[src/rtl/instr_fetch_unit_pkg.sv]
// Shared fetch-stage definitions: state encoding, NOP, PC increment and the
// opcode constants also used by immediateG and the decoder.
package instr_fetch_unit_pkg;

  typedef enum logic [1:0] {
    ST_BOOT  = 2'd0,
    ST_FETCH = 2'd1,
    ST_HALT  = 2'd2
  } fetch_state_t;

  localparam logic [31:0] NOP     = 32'h0000_0013;
  localparam int unsigned PC_INCR = 4;

  localparam logic [6:0] OPC_BEQ = 7'b1100011;
  localparam logic [6:0] OPC_LW  = 7'b0000011;
  localparam logic [6:0] OPC_SW  = 7'b0100011;

endpackage

[src/rtl/instr_fetch_unit_branch_target_calc.sv]
// Combinational branch target: pc + sign_extend(imm) * 2, plus a flag when
// the result is not word aligned. Shared with the execute stage.
module branch_target_calc #(
  parameter int PC_WIDTH = 32
) (
  input  logic [PC_WIDTH-1:0] branch_pc,
  input  logic [11:0]         branch_imm,
  output logic [PC_WIDTH-1:0] target,
  output logic                misaligned
);

  logic [PC_WIDTH-1:0] offset;

  // Immediate is in halfword units, so append one zero after sign extension.
  assign offset     = {{(PC_WIDTH-13){branch_imm[11]}}, branch_imm, 1'b0};
  assign target     = branch_pc + offset;
  assign misaligned = target[1];

endmodule

[src/rtl/instr_fetch_unit.sv]
// RV32 fetch stage: PC, word fetch over a req/ready handshake, one-entry
// instruction register with valid/stall flow control, and branch redirect.
module instr_fetch_unit
  import instr_fetch_unit_pkg::*;
#(
  parameter int                  PC_WIDTH = 32,
  parameter logic [PC_WIDTH-1:0] RESET_PC = '0
) (
  input  logic                clk,
  input  logic                rst_n,
  output logic                imem_req,
  output logic [PC_WIDTH-1:0] imem_addr,
  input  logic                imem_ready,
  input  logic [31:0]         imem_rdata,
  input  logic                stall,
  input  logic                branch_taken,
  input  logic [PC_WIDTH-1:0] branch_pc,
  input  logic [11:0]         branch_imm,
  output logic [31:0]         instr_out,
  output logic [PC_WIDTH-1:0] instr_pc,
  output logic                instr_valid,
  output logic                misaligned_err
);

  fetch_state_t        state, state_next;
  logic [PC_WIDTH-1:0] pc;
  logic [PC_WIDTH-1:0] target;
  logic                target_misaligned;
  logic                redirect;
  logic                transfer;
  logic                consume;

  branch_target_calc #(.PC_WIDTH(PC_WIDTH)) u_btc (
    .branch_pc  (branch_pc),
    .branch_imm (branch_imm),
    .target     (target),
    .misaligned (target_misaligned)
  );

  assign imem_addr = pc;
  assign redirect  = (state == ST_FETCH) && branch_taken;
  assign transfer  = imem_req && imem_ready;
  assign consume   = instr_valid && !stall;

  always_ff @(posedge clk) begin
    if (!rst_n) state <= ST_BOOT;
    else        state <= state_next;
  end

  always_comb begin
    state_next = state;
    imem_req   = 1'b0;
    case (state)
      ST_BOOT:  state_next = ST_FETCH;
      ST_FETCH: begin
        // A redirect cycle never fetches; the target is requested next cycle.
        imem_req = (!instr_valid || !stall) && !branch_taken;
        if (branch_taken && target_misaligned) state_next = ST_HALT;
      end
      ST_HALT:  state_next = ST_HALT;
      default:  state_next = ST_BOOT;
    endcase
  end

  always_ff @(posedge clk) begin
    if (!rst_n) begin
      pc             <= RESET_PC;
      instr_out      <= NOP;
      instr_pc       <= '0;
      instr_valid    <= 1'b0;
      misaligned_err <= 1'b0;
    end else if (redirect) begin
      instr_valid <= 1'b0;
      if (target_misaligned) misaligned_err <= 1'b1;
      else                   pc             <= target;
    end else if (transfer) begin
      instr_out   <= imem_rdata;
      instr_pc    <= pc;
      instr_valid <= 1'b1;
      pc          <= pc + PC_WIDTH'(PC_INCR);
    end else if (consume) begin
      instr_valid <= 1'b0;
    end
  end

endmodule

[config.mk]
export PLATFORM = sky130hd
export DESIGN_NAME = instr_fetch_unit
export DESIGN_NICKNAME = d
export VERILOG_FILES = /design/src/rtl/instr_fetch_unit_pkg.sv /design/src/rtl/instr_fetch_unit_branch_target_calc.sv /design/src/rtl/instr_fetch_unit.sv
export SDC_FILE = /design/constraint.sdc
export NUM_CORES = 1
export LEC_CHECK = 0
export CORE_UTILIZATION = 42
export CTS_CLUSTER_SIZE = 12
export DETAILED_ROUTE_END_ITERATION = 6
export PLACE_DENSITY = 0.73
export SLEW_MARGIN = 20
export SYNTH_ARGS = -nofsm -noshare
export SYNTH_HDL_FRONTEND = slang
export SYNTH_SLANG_ARGS = --single-unit
[constraint.sdc]
create_clock -name clk -period 5 [get_ports clk]
set_clock_uncertainty 0.1 [all_clocks]
set_input_delay 0.75 -clock clk [delete_from_list [all_inputs] [get_ports clk]]
set_output_delay 0.75 -clock clk [all_outputs]
set_load 0.01 [all_outputs]
After elaboration in Yosys (flattened, before gate mapping) --
Cells that the tools add are included.
Storage, ports and cells: memories 0, output and inout bits 99, memory bits (read-only) 0, flip-flop bits (word level) 100, bits in latches 0, bits in writable memories 0, input bits 81, logic and storage cells 38
Cells by class: equal/unequal tests 4, add/subtract/negate cells 2, shift operators 0, multiply operators 0, bitwise operators 2, reductions and logical operators 16, $lt $le $gt $ge 0, mux-type cells 8, div/mod/pow operators 0
Operator list (count):
- two-way mux 32 bit | 3
- adder 32 x 3 -> 32 bit (second input constant) | 1
- adder 32 bit | 1
- one-hot mux 2 bit (3 select lines) | 1
- AND reduction 2 bit | 3
- logical AND 1 bit | 5
- nonzero test 2 bit | 2
- zero test 1 bit | 3
- two-way mux 1 bit | 3
- equality test 2 x 1 -> 1 bit (second input constant) | 1
- equality test 2 bit (second input constant) | 1
- zero test 2 bit | 1
- two-way mux 2 bit | 1
- inequality test 2 x 1 -> 1 bit (second input constant) | 1
- inequality test 2 bit (second input constant) | 1
- inverter 1 bit | 2
- OR reduction 2 bit | 1
- logical OR 1 bit | 1

Depth between registers and ports, before layout --
Gate-level depths: netlist (run 1).
depth in word-level cells 7, gate-level depth with buffers 10, gate-level depth less buffers 10

Cells and area by module --
Synthesis (run 1) repeated with hierarchy kept, for this count alone.
Unflattened totals: cells, all modules 863, area, all modules 6336.1 µm²
By module, submodules not included:
- instr_fetch_unit | seq. area each 2001.9 µm², instances 1, area each 4453.0 µm², cells an instance 585
- branch_target_calc | seq. area each 0.0 µm², instances 1, area each 1883.1 µm², cells an instance 278

Worst setup path before layout (run 1) --
OpenSTA, ideal clock, no wires.
kind input-to-reg, start point input port branch_pc[1], end point register pc[25], in the netlist imem_addr[25], library setup time 117 ps, required time 4783 ps, arrival time 2654 ps, buffers on the path 0, stages 10, path slack 2128 ps, cell sequence ha_1 > inv_1 > fa_1 > and2b_1 > o2111ai_1 > a21oi_1 > o31ai_1 > nand2_1 > a311o_1 > a32o_1
Between the ends: cells in the longest elaborated chain, start to end 3, elaborated cells between the ends (all ways) 5, classes of those cells 1 x add/sub; 1 x eq/ne; 2 x mux; 1 x reduce/logical
Ends and longest elaborated chain:
- start: declaration | RTL line instr_fetch_unit.sv:17 | input logic [PC_WIDTH-1:0] branch_pc,
- adder 32 bit (*) | RTL line instr_fetch_unit_branch_target_calc.sv:16 | assign target = branch_pc + offset;
- inequality test 2 bit (no line) or two-way mux 32 bit (tied branches)
- AND reduction 2 bit (no line) or two-way mux 32 bit (tied branches)
- end signal: assignment | RTL line instr_fetch_unit.sv:75 | else pc <= target;
- end signal: assignment | RTL line instr_fetch_unit.sv:80 | pc <= pc + PC_WIDTH'(PC_INCR);
- end: declaration | RTL line instr_fetch_unit.sv:26 | logic [PC_WIDTH-1:0] pc;
Every way passes the cells marked *; elsewhere a longest branch is shown, timed or not. The select of a mux whose other input is x is not followed. A chain may end at the register's enable or synchronous reset.

Worst setup path in the final report (run 1) --
start point input port branch_imm[11], end point register pc[25], in the netlist imem_addr[25]
Between the ends: cells in the longest elaborated chain, start to end 3
Ends and longest elaborated chain:
- start: declaration | RTL line instr_fetch_unit.sv:18 | input logic [11:0] branch_imm,
- adder 32 bit | RTL line instr_fetch_unit_branch_target_calc.sv:16
- two-way mux 32 bit | RTL line instr_fetch_unit.sv:74 | if (target_misaligned) misaligned_err <= 1'b1;
- two-way mux 32 bit | RTL line instr_fetch_unit.sv:72 | end else if (redirect) begin
Every way passes these cells. The select of a mux whose other input is x is not followed.

==> results.py, run 1 <==
metrics = {
    "logic_synthesis": {
        "yosysMostFrequentCell": "nand2_1",
        "yosys_warnings": 0,
        "yosys-top-cells-area": "dfxtp_1 33%, nand2_1 11%, a21oi_1 9.6%",
        "synth_top_cell_area_share_pct": 32.9,
        "ys_seq_elements": 98,
        "postSynthCellCount": 788,
        "synthTopCellsByCount": "172 x nand2_1, 114 x a21oi_1, 98 x dfxtp_1, 39 x clkbuf_1, 35 x o21ai_0",
        "synth-edff-count": 0,
        "synth-seq-area-share_pct": 32.9,
        "synthArstFlopShare_pct": 0,
        "netlist-cell-type-count": 70,
        "syn_area_per_cell_um2": 7.57,
        "yosysTopAreaCell": "dfxtp_1",
        "ys.flop_type": "dfxtp_1",
        "synthesis.area_mm2": 0.00596,
    },
    "floorplan": {
        "die-area_mm2": 0.0147,
        "initial_core_util_pct": 43.0,
        "die_w_um": 121,
        "core_region_area_mm2": 0.0139,
        "io_pins": 180,
        "std_cell_rows": 43,
        "die_y_um": 121,
    },
    "clocking": {
        "cts_resized": 0,
        "hold_buffers": 0,
        "clock_latency_ps": 350,
        "cts_tree": "yes",
        "path_clk_slew_ps": 70,
        "cts_root_buffer": "clkbuf_16",
        "numCtsBuffers": 9,
        "htree_levels": 3,
        "cts_setup_buffers": 0,
        "numClockSinks": 98,
        "cts_buffer_depth": 2,
    },
    "pwr": {
        "power_density_mw_per_mm2": 294,
        "p_leak_uw": 0.00294,
        "finalPower_uw": 2390,
        "vdd_drop_max_mv": 0.149,
    },
    "global_routing": {
        "use_met1_pct": 33.3,
        "top_usage_layer": "met2",
        "grt_pass1_vias": 5630,
        "use_met3_pct": 3.15,
        "grt_pass1_wl_mm": 28.5,
        "grt.total_usage_pct": 24.5,
        "antenna_found_initial": 0,
        "met2_usage_pct": 39.9,
        "grt_overflow": 0,
        "grt_start_max_net_pins": 48,
    },
    "setup_path": {
        "worstSetupPathType": "in -> reg",
        "crit_slowest_cell": "clkdlybuf4s50_1",
        "start_kind": "primary input",
        "cp_num_cells": 9,
        "cp_slowest_stage_delay_ps": 820,
        "end_kind": "flip-flop",
        "crit_buf_inv": 1,
        "critPathTopFamily": "compound AO/OA/AOI/OAI gates",
        "cp_cell_sequence": "clkdlybuf4s50_1 -> ha_1 -> a21o_1 -> a21oi_1 -> o21ai_0 -> o31ai_1 -> nand2_1 -> a311o_1 -> a32o_1",
        "cp_data_required_time_ps": 5140,
        "rr_worst_depth": 7,
        "rr_startpoint": "imem_addr[2]$_SDFFE_PN0P_",
        "startpoint": "branch_imm[11]",
        "cp.arrival_ps": 3830,
        "cp_max_fo": 20,
        "r2r-end": "imem_addr[16]$_SDFFE_PN0P_",
        "ff2ff_setup_slack_ps": 2320,
        "endpoint": "imem_addr[25]$_SDFFE_PN0P_",
    },
    "timing": {
        "worst-slew-pin-transition_ps": 877,
        "max-slew-margin-rel_pct": 41.3,
        "tns_ps": 0,
        "fin_crit_ps": 3690,
        "slew_violations": 0,
        "finalSetupViolations": 0,
        "hold_slack_ps": 353,
        "rsz0062_at_grt": "no",
        "fin_ws_ps": 1310,
        "finalCritPeriodShare_pct": 73.8,
        "max_freq_mhz": 271,
        "hold_viol": 0,
    },
    "placed_design": {
        "place.gp.congestion": 0.863,
        "dp_hpwl_mm": 13.4,
        "port_buffers": 177,
        "dp.cells": 1101,
        "pre_cts_slack_ps": 929,
    },
    "run_status": {
        "status": "finished, final reports clean",
    },
    "detailed_routing": {
        "dr.pass1.iters": 7,
        "via_count": 6304,
        "drc_errors": 0,
        "routed_wl_mm": 18.0,
        "drt-wirelength-per-cell_um": 16.1,
        "drtIter0Drc": 540,
        "vias_per_cell": 5.64,
        "drtAntennaViolNets": 0,
    },
    "flow_run": {
        "drv_cap": 0,
    },
    "layout": {
        "synthToLayoutAreaGrowth_pct": 35.9,
        "seq_area_mm2": 0.00196,
        "multi_input_area_mm2": 0.00375,
        "n_fill_cell": 1322,
        "instances_no_fill": 1117,
        "num_antenna_cells": 0,
        "final_nets": 1047,
        "drive_above_1_share_pct": 4.27,
    },
    "hold_path": {
        "hp-class": "reg -> reg",
    },
}
worst min-delay path: cells and delay by family, from the launching register on:
family             cells  cell delay (ps)
DFF                    1              310
and+or+nand+nor        1               50
AOI/OAI and AO/OA      1               50
how the worst min path moves through the flow:
stage	start	to	slack [ps]	depth (start not counted)
after global placement	instr_pc[2]$_SDFFE_PN0P_	instr_pc[2]$_SDFFE_PN0P_	340	2
final	instr_pc[6]$_SDFFE_PN0P_	instr_pc[6]$_SDFFE_PN0P_	350	2
after CTS	instr_pc[13]$_SDFFE_PN0P_	instr_pc[13]$_SDFFE_PN0P_	350	2
after detailed placement	instr_pc[19]$_SDFFE_PN0P_	instr_pc[19]$_SDFFE_PN0P_	350	2
after floorplan	state[1]$_SDFFE_PN0P_	state[1]$_SDFFE_PN0P_	360	2
after global routing	instr_pc[13]$_SDFFE_PN0P_	instr_pc[13]$_SDFFE_PN0P_	370	2
kinds of logic (layout without fill, tap and decap cells):
| family | after synthesis | in the layout | synth area share (%) |
|---|---|---|---|
| flops | 98 | 98 | 32.9 |
| other cells | 1 | 2 | 0.0629 |
| simple gates | 308 | 308 | 24.5 |
| mux | 5 | 5 | 0.839 |
| fa+ha+maj | 34 | 34 | 7.26 |
| xor+xnor | 22 | 22 | 3.23 |
| buf+inv | 67 | 215 | 4.43 |
| compound gates | 253 | 253 | 26.8 |
routing by layer:
layer  vias to the layer above  share of wire [%]
met5                         -                  0
met4                         0                1.7
met3                        19                7.3
met2                       247                 45
met1                      2891                 46
li1                       3147                  -
metrics by stage:
step                      instance area [um^2]  utilization, %
after floorplan                           5970               -
after global placement                    7820            56.3
after detailed placement                  7820            56.3
after CTS                                 8100            58.4
after global routing                      8100            58.4
final                                     8100            58.4
layout make-up:
type	count	area share (%)
Clock buffer	11	3.00
Timing Repair Buffer	185	22.6
Clock inverter	5	0.494
Sequential cell	98	24.2
Multi-Input combinational cell	624	46.3
Tap cell	180	2.78
Inverter	14	0.649
cell usage in the layout, fill, tap and decap left out, drive strengths merged, types with 16 or more instances in the layout:
cell	count
nand2	172
a21oi	114
nor3	16
o21ai	36
dfxtp	98
a21o	24
clkdlybuf4s50	177
nor2	28
ha	33
nand3	24
nand4	20
sequential cells by signal, summed over array words and instances, names as in the netlist:
register        flops
instr_valid         1
imem_addr          31
state               2
instr_pc           31
misaligned_err      1
instr_out          32
power breakdown:
part | total, uW | switching (uW) | internal, uW
registers | 932 | 84.6 | 848
logic | 793 | 433 | 360
clock network | 660 | 307 | 353
total | 2390 | 825 | 1560
No activity file was read; power rests on OpenSTA's default activity.
==> run 2: changes to the inputs <==
Settings changed: PLACE_DENSITY 0.73 to 0.76.
Clock period 5 ns to 3.2 ns, I/O delays scaled along.
==> results.py, run 2 (same netlist as run 1, synthesis figures left out) <==
metrics = {
    "run_status": {
        "status": "finished, final reports clean",
    },
    "global_routing": {
        "grt_pass1_wl_mm": 28.3,
        "grt.total_usage_pct": 23.9,
        "grt_start_max_net_pins": 77,
        "grt_pass1_vias": 5636,
        "antenna_found_initial": 0,
        "grt_overflow": 0,
    },
    "timing": {
        "hold_slack_ps": 354,
        "hold_viol": 0,
        "tns_ps": 0,
        "max-slew-margin-rel_pct": 49.5,
        "fin_crit_ps": 2980,
        "max_freq_mhz": 336,
        "rsz0062_at_grt": "no",
        "finalCritPeriodShare_pct": 93.0,
        "finalSetupViolations": 0,
        "slew_violations": 0,
        "worst-slew-pin-transition_ps": 754,
    },
    "placed_design": {
        "dp_hpwl_mm": 13.3,
        "dp.cells": 1143,
        "port_buffers": 177,
        "place.gp.congestion": 0.913,
    },
    "detailed_routing": {
        "vias_per_cell": 5.52,
        "drc_errors": 0,
        "drt-wirelength-per-cell_um": 15.5,
        "drtIter0Drc": 450,
        "drtAntennaViolNets": 0,
        "dr.pass1.iters": 5,
        "via_count": 6397,
        "routed_wl_mm": 17.9,
    },
    "clocking": {
        "htree_levels": 3,
        "cts_tree": "yes",
        "hold_buffers": 0,
        "cts_resized": 0,
        "path_clk_slew_ps": 70,
        "clock_latency_ps": 340,
        "cts_buffer_depth": 2,
        "cts_root_buffer": "clkbuf_16",
        "numClockSinks": 98,
        "cts_setup_buffers": 0,
        "numCtsBuffers": 9,
    },
    "setup_path": {
        "cp.arrival_ps": 3110,
        "crit_buf_inv": 2,
        "critPathTopFamily": "compound AO/OA/AOI/OAI gates",
        "end_kind": "flip-flop",
        "cp_slowest_stage_delay_ps": 420,
        "cp_data_required_time_ps": 3330,
        "cp_max_fo": 3,
        "worstSetupPathType": "in -> reg",
        "start_kind": "primary input",
        "cp_cell_sequence": "clkdlybuf4s50_1 -> ha_1 -> inv_1 -> fa_1 -> and2b_1 -> o2111ai_1 -> a21oi_1 -> o31ai_1 -> nand2_1 -> a311o_1 -> a32o_1",
        "crit_slowest_cell": "o31ai_1",
    },
    "pwr": {
        "clkPwrFrac_pct": 27.5,
        "intPower_uw": 2500,
        "power_density_mw_per_mm2": 451,
        "combPwrFrac_pct": 34.8,
        "swShare_pct": 34.4,
        "netSwitchingPower_uw": 1310,
        "finalPower_uw": 3820,
        "seq_power_share_pct": 37.7,
        "p_leak_uw": 0.00316,
        "vdd_drop_max_mv": 0.225,
    },
    "layout": {
        "num_antenna_cells": 0,
        "final_nets": 1089,
        "largest_reg_flops": 32,
        "final_common_cell": "clkdlybuf4s50_1",
        "layout.cells.most_common_list": "177 x clkdlybuf4s50_1, 172 x nand2_1, 114 x a21oi_1",
        "final_util_pct": 60.9,
        "drive_above_1_share_pct": 8.38,
        "largest-register": "instr_out",
        "synthToLayoutAreaGrowth_pct": 41.8,
        "instances_no_fill": 1159,
    },
    "floorplan": {
        "io_pins": 180,
        "std_cell_rows": 43,
        "initial_core_util_pct": 43.0,
        "die_y_um": 121,
        "die-area_mm2": 0.0147,
        "die_w_um": 121,
        "core_region_area_mm2": 0.0139,
    },
    "hold_path": {
        "hp-class": "reg -> reg",
    },
    "flow_run": {
        "drv_cap": 0,
    },
}
-- run 2: per-layer routing --
metal,global-route usage (%),share of wire [%],up-vias
met2,37.0,45,284
met1,33.3,45,2871
met5,0,0,-
li1,-,-,3215
met4,7.95,1.9,0
met3,4.18,8.1,27
-- run 2: final cells by class --
cell class                      instances  area [um^2]
Inverter                               14         52.6
Sequential cell                        98         1960
Timing Repair Buffer                  227         2170
Multi-Input combinational cell        624         3750
Clock inverter                          6         48.8
Tap cell                              180          225
Clock buffer                           10          239
Fill cell                            1274         5430
-- run 2: tightest hold or removal path: stages, from the launching register on --
cell     delay [ps]
dfxtp_1         310
nand2_1          50
a21oi_1          50
-- run 2: worst paths after layout --
| kind | from | to | slack, ps | cells past startpoint |
|---|---|---|---|---|
| min | instr_out[16]$_SDFFE_PN0P_ | instr_out[16]$_SDFFE_PN0P_ | 350 | 2 |
| min reg2reg | instr_out[16]$_SDFFE_PN0P_ | instr_out[16]$_SDFFE_PN0P_ | 350 | 2 |
| max | branch_pc[1] | imem_addr[25]$_SDFFE_PN0P_ | 220 | 11 |
| max reg2reg | imem_addr[3]$_SDFFE_PN0P_ | imem_addr[24]$_SDFFE_PN0P_ | 590 | 8 |
-- run 2: stage by stage --
step,setup slack [ps],cell area (um^2)
after floorplan,598,5970
after global placement,-58.1,8170
final,224,8450
after CTS,228,8450
after detailed placement,-123,8170
after global routing,41.4,8450
-- run 2: power by group through the flow --
stage / combinational [uW] / clock, uW / sequential (uW)
final: 1330 / 1050 / 1440
after CTS: 1330 / 1070 / 1440
after global routing: 1460 / 1120 / 1460
after detailed placement: 1320 / 0 / 1460
after global placement: 1310 / 0 / 1460
after floorplan: 715 / 0 / 1480
==> run 3: changes to the inputs <==
Settings changed: CORE_UTILIZATION 42 to 43, CTS_CLUSTER_DIAMETER set to 100, PLACE_DENSITY 0.76 to 0.77.
==> results.py, run 3 (same netlist as run 1, synthesis figures left out) <==
metrics = {
    "run_status": {
        "status": "finished, final reports clean",
    },
    "pwr": {
        "power_density_mw_per_mm2": 448,
        "vdd_drop_max_mv": 0.258,
        "p_leak_uw": 0.00315,
    },
    "placed_design": {
        "pre_cts_slack_ps": -105,
        "dp_hpwl_mm": 13.6,
        "port_buffers": 177,
        "place.gp.congestion": 0.943,
    },
    "clocking": {
        "cts_tree": "yes",
        "cts_buffer_depth": 2,
        "cts_setup_buffers": 0,
        "cts_resized": 0,
        "path_clk_slew_ps": 70,
        "hold_buffers": 0,
        "clock_latency_ps": 340,
        "numClockSinks": 98,
        "htree_levels": 3,
        "cts_root_buffer": "clkbuf_16",
        "numCtsBuffers": 9,
    },
    "global_routing": {
        "grt_pass1_wl_mm": 29.3,
        "grt_pass1_vias": 5784,
        "grt_start_max_net_pins": 65,
        "antenna_found_initial": 0,
        "grt_overflow": 0,
        "grt.total_usage_pct": 25.2,
    },
    "layout": {
        "num_antenna_cells": 0,
        "multi_input_area_mm2": 0.00375,
        "final_nets": 1087,
        "largest_reg_flops": 32,
        "layout.cells.most_common_list": "177 x clkdlybuf4s50_1, 172 x nand2_1, 114 x a21oi_1",
        "seq_area_mm2": 0.00196,
        "largest-register": "instr_out",
        "final_common_cell": "clkdlybuf4s50_1",
        "drive_above_1_share_pct": 8.09,
        "synthToLayoutAreaGrowth_pct": 40.9,
        "n_fill_cell": 1221,
    },
    "timing": {
        "max_freq_mhz": 335,
        "worst-slew-pin-transition_ps": 771,
        "finalCritPeriodShare_pct": 93.1,
        "rsz0062_at_grt": "no",
        "fin_crit_ps": 2980,
        "fin_ws_ps": 219,
        "hold_slack_ps": 354,
        "tns_ps": 0,
        "hold_viol": 0,
        "finalSetupViolations": 0,
        "max-slew-margin-rel_pct": 48.2,
        "slew_violations": 0,
    },
    "detailed_routing": {
        "drt-wirelength-per-cell_um": 15.6,
        "drtAntennaViolNets": 0,
        "via_count": 6443,
        "vias_per_cell": 5.59,
        "drtIter0Drc": 611,
        "routed_wl_mm": 18.0,
        "drc_errors": 0,
        "dr.pass1.iters": 5,
    },
    "floorplan": {
        "core_region_area_mm2": 0.0134,
        "die_w_um": 120,
        "std_cell_rows": 42,
        "die-area_mm2": 0.0143,
        "die_y_um": 120,
        "initial_core_util_pct": 44.5,
        "io_pins": 180,
    },
    "setup_path": {
        "cp_max_fo": 3,
        "worstSetupPathType": "in -> reg",
        "start_kind": "primary input",
        "end_kind": "flip-flop",
        "cp.arrival_ps": 3120,
        "cp_data_required_time_ps": 3340,
    },
    "hold_path": {
        "hp-class": "reg -> reg",
    },
    "flow_run": {
        "drv_cap": 0,
    },
}
## run 3: changes by cell type in the layout (fill, tap and decap cells not counted), sizes merged
cell	previous run	this run
inv	16	15
clkinv	1	3
clkbuf	10	11
clkinvlp	3	0
buf	50	48
## run 3: critical path, stage by stage
cell and delay (ps):
clkdlybuf4s50_1 400, ha_1 210, inv_1 70, fa_1 180, and2b_1 210, o2111ai_1 300, a21oi_1 150, o31ai_1 400
nand2_1 130, a311o_1 370, a32o_1 220
## run 3: worst paths after layout
kind                              start                    endpoint  slack (ps)  depth (start not counted)
min          instr_out[11]$_SDFFE_PN0P_  instr_out[11]$_SDFFE_PN0P_         350                          2
max                        branch_pc[1]  imem_addr[25]$_SDFFE_PN0P_         220                         11
max reg2reg   imem_addr[2]$_SDFFE_PN0P_  imem_addr[24]$_SDFFE_PN0P_         660                          8
min reg2reg  instr_out[11]$_SDFFE_PN0P_  instr_out[11]$_SDFFE_PN0P_         350                          2
## run 3: per-stage QoR
step,power (uW),util (%),instance area (um^2),instances
floorplan,2190,-,5970,789
global route,3970,62.7,8400,1152
finish,3760,62.7,8400,1152
detailed placement,2770,60.7,8130,1137
CTS,3770,62.7,8400,1152
global placement,2760,60.7,8130,1137
## run 3: layer usage
layer | global-route usage (%) | up-vias | routed length, um
met3 | 3.75 | 31 | 1340
met4 | 8.83 | 0 | 406
met2 | 40.8 | 285 | 8310
met1 | 34.1 | 2908 | 7970
met5 | 0 | - | 0
li1 | - | 3219 | -
## run 3: cell type report
class                           instances  area share, %
Multi-Input combinational cell        624           44.6
Sequential cell                        98           23.4
Clock inverter                          4          0.328
Tap cell                              176           2.62
Inverter                               14          0.626
Timing Repair Buffer                  225           25.5
Clock buffer                           11           2.89
## run 3: power by group
part           switching, uW  internal [uW]  leakage (uW)
clock network            458            546      0.000136
registers                125           1320      0.000793
logic                    692            618       0.00222
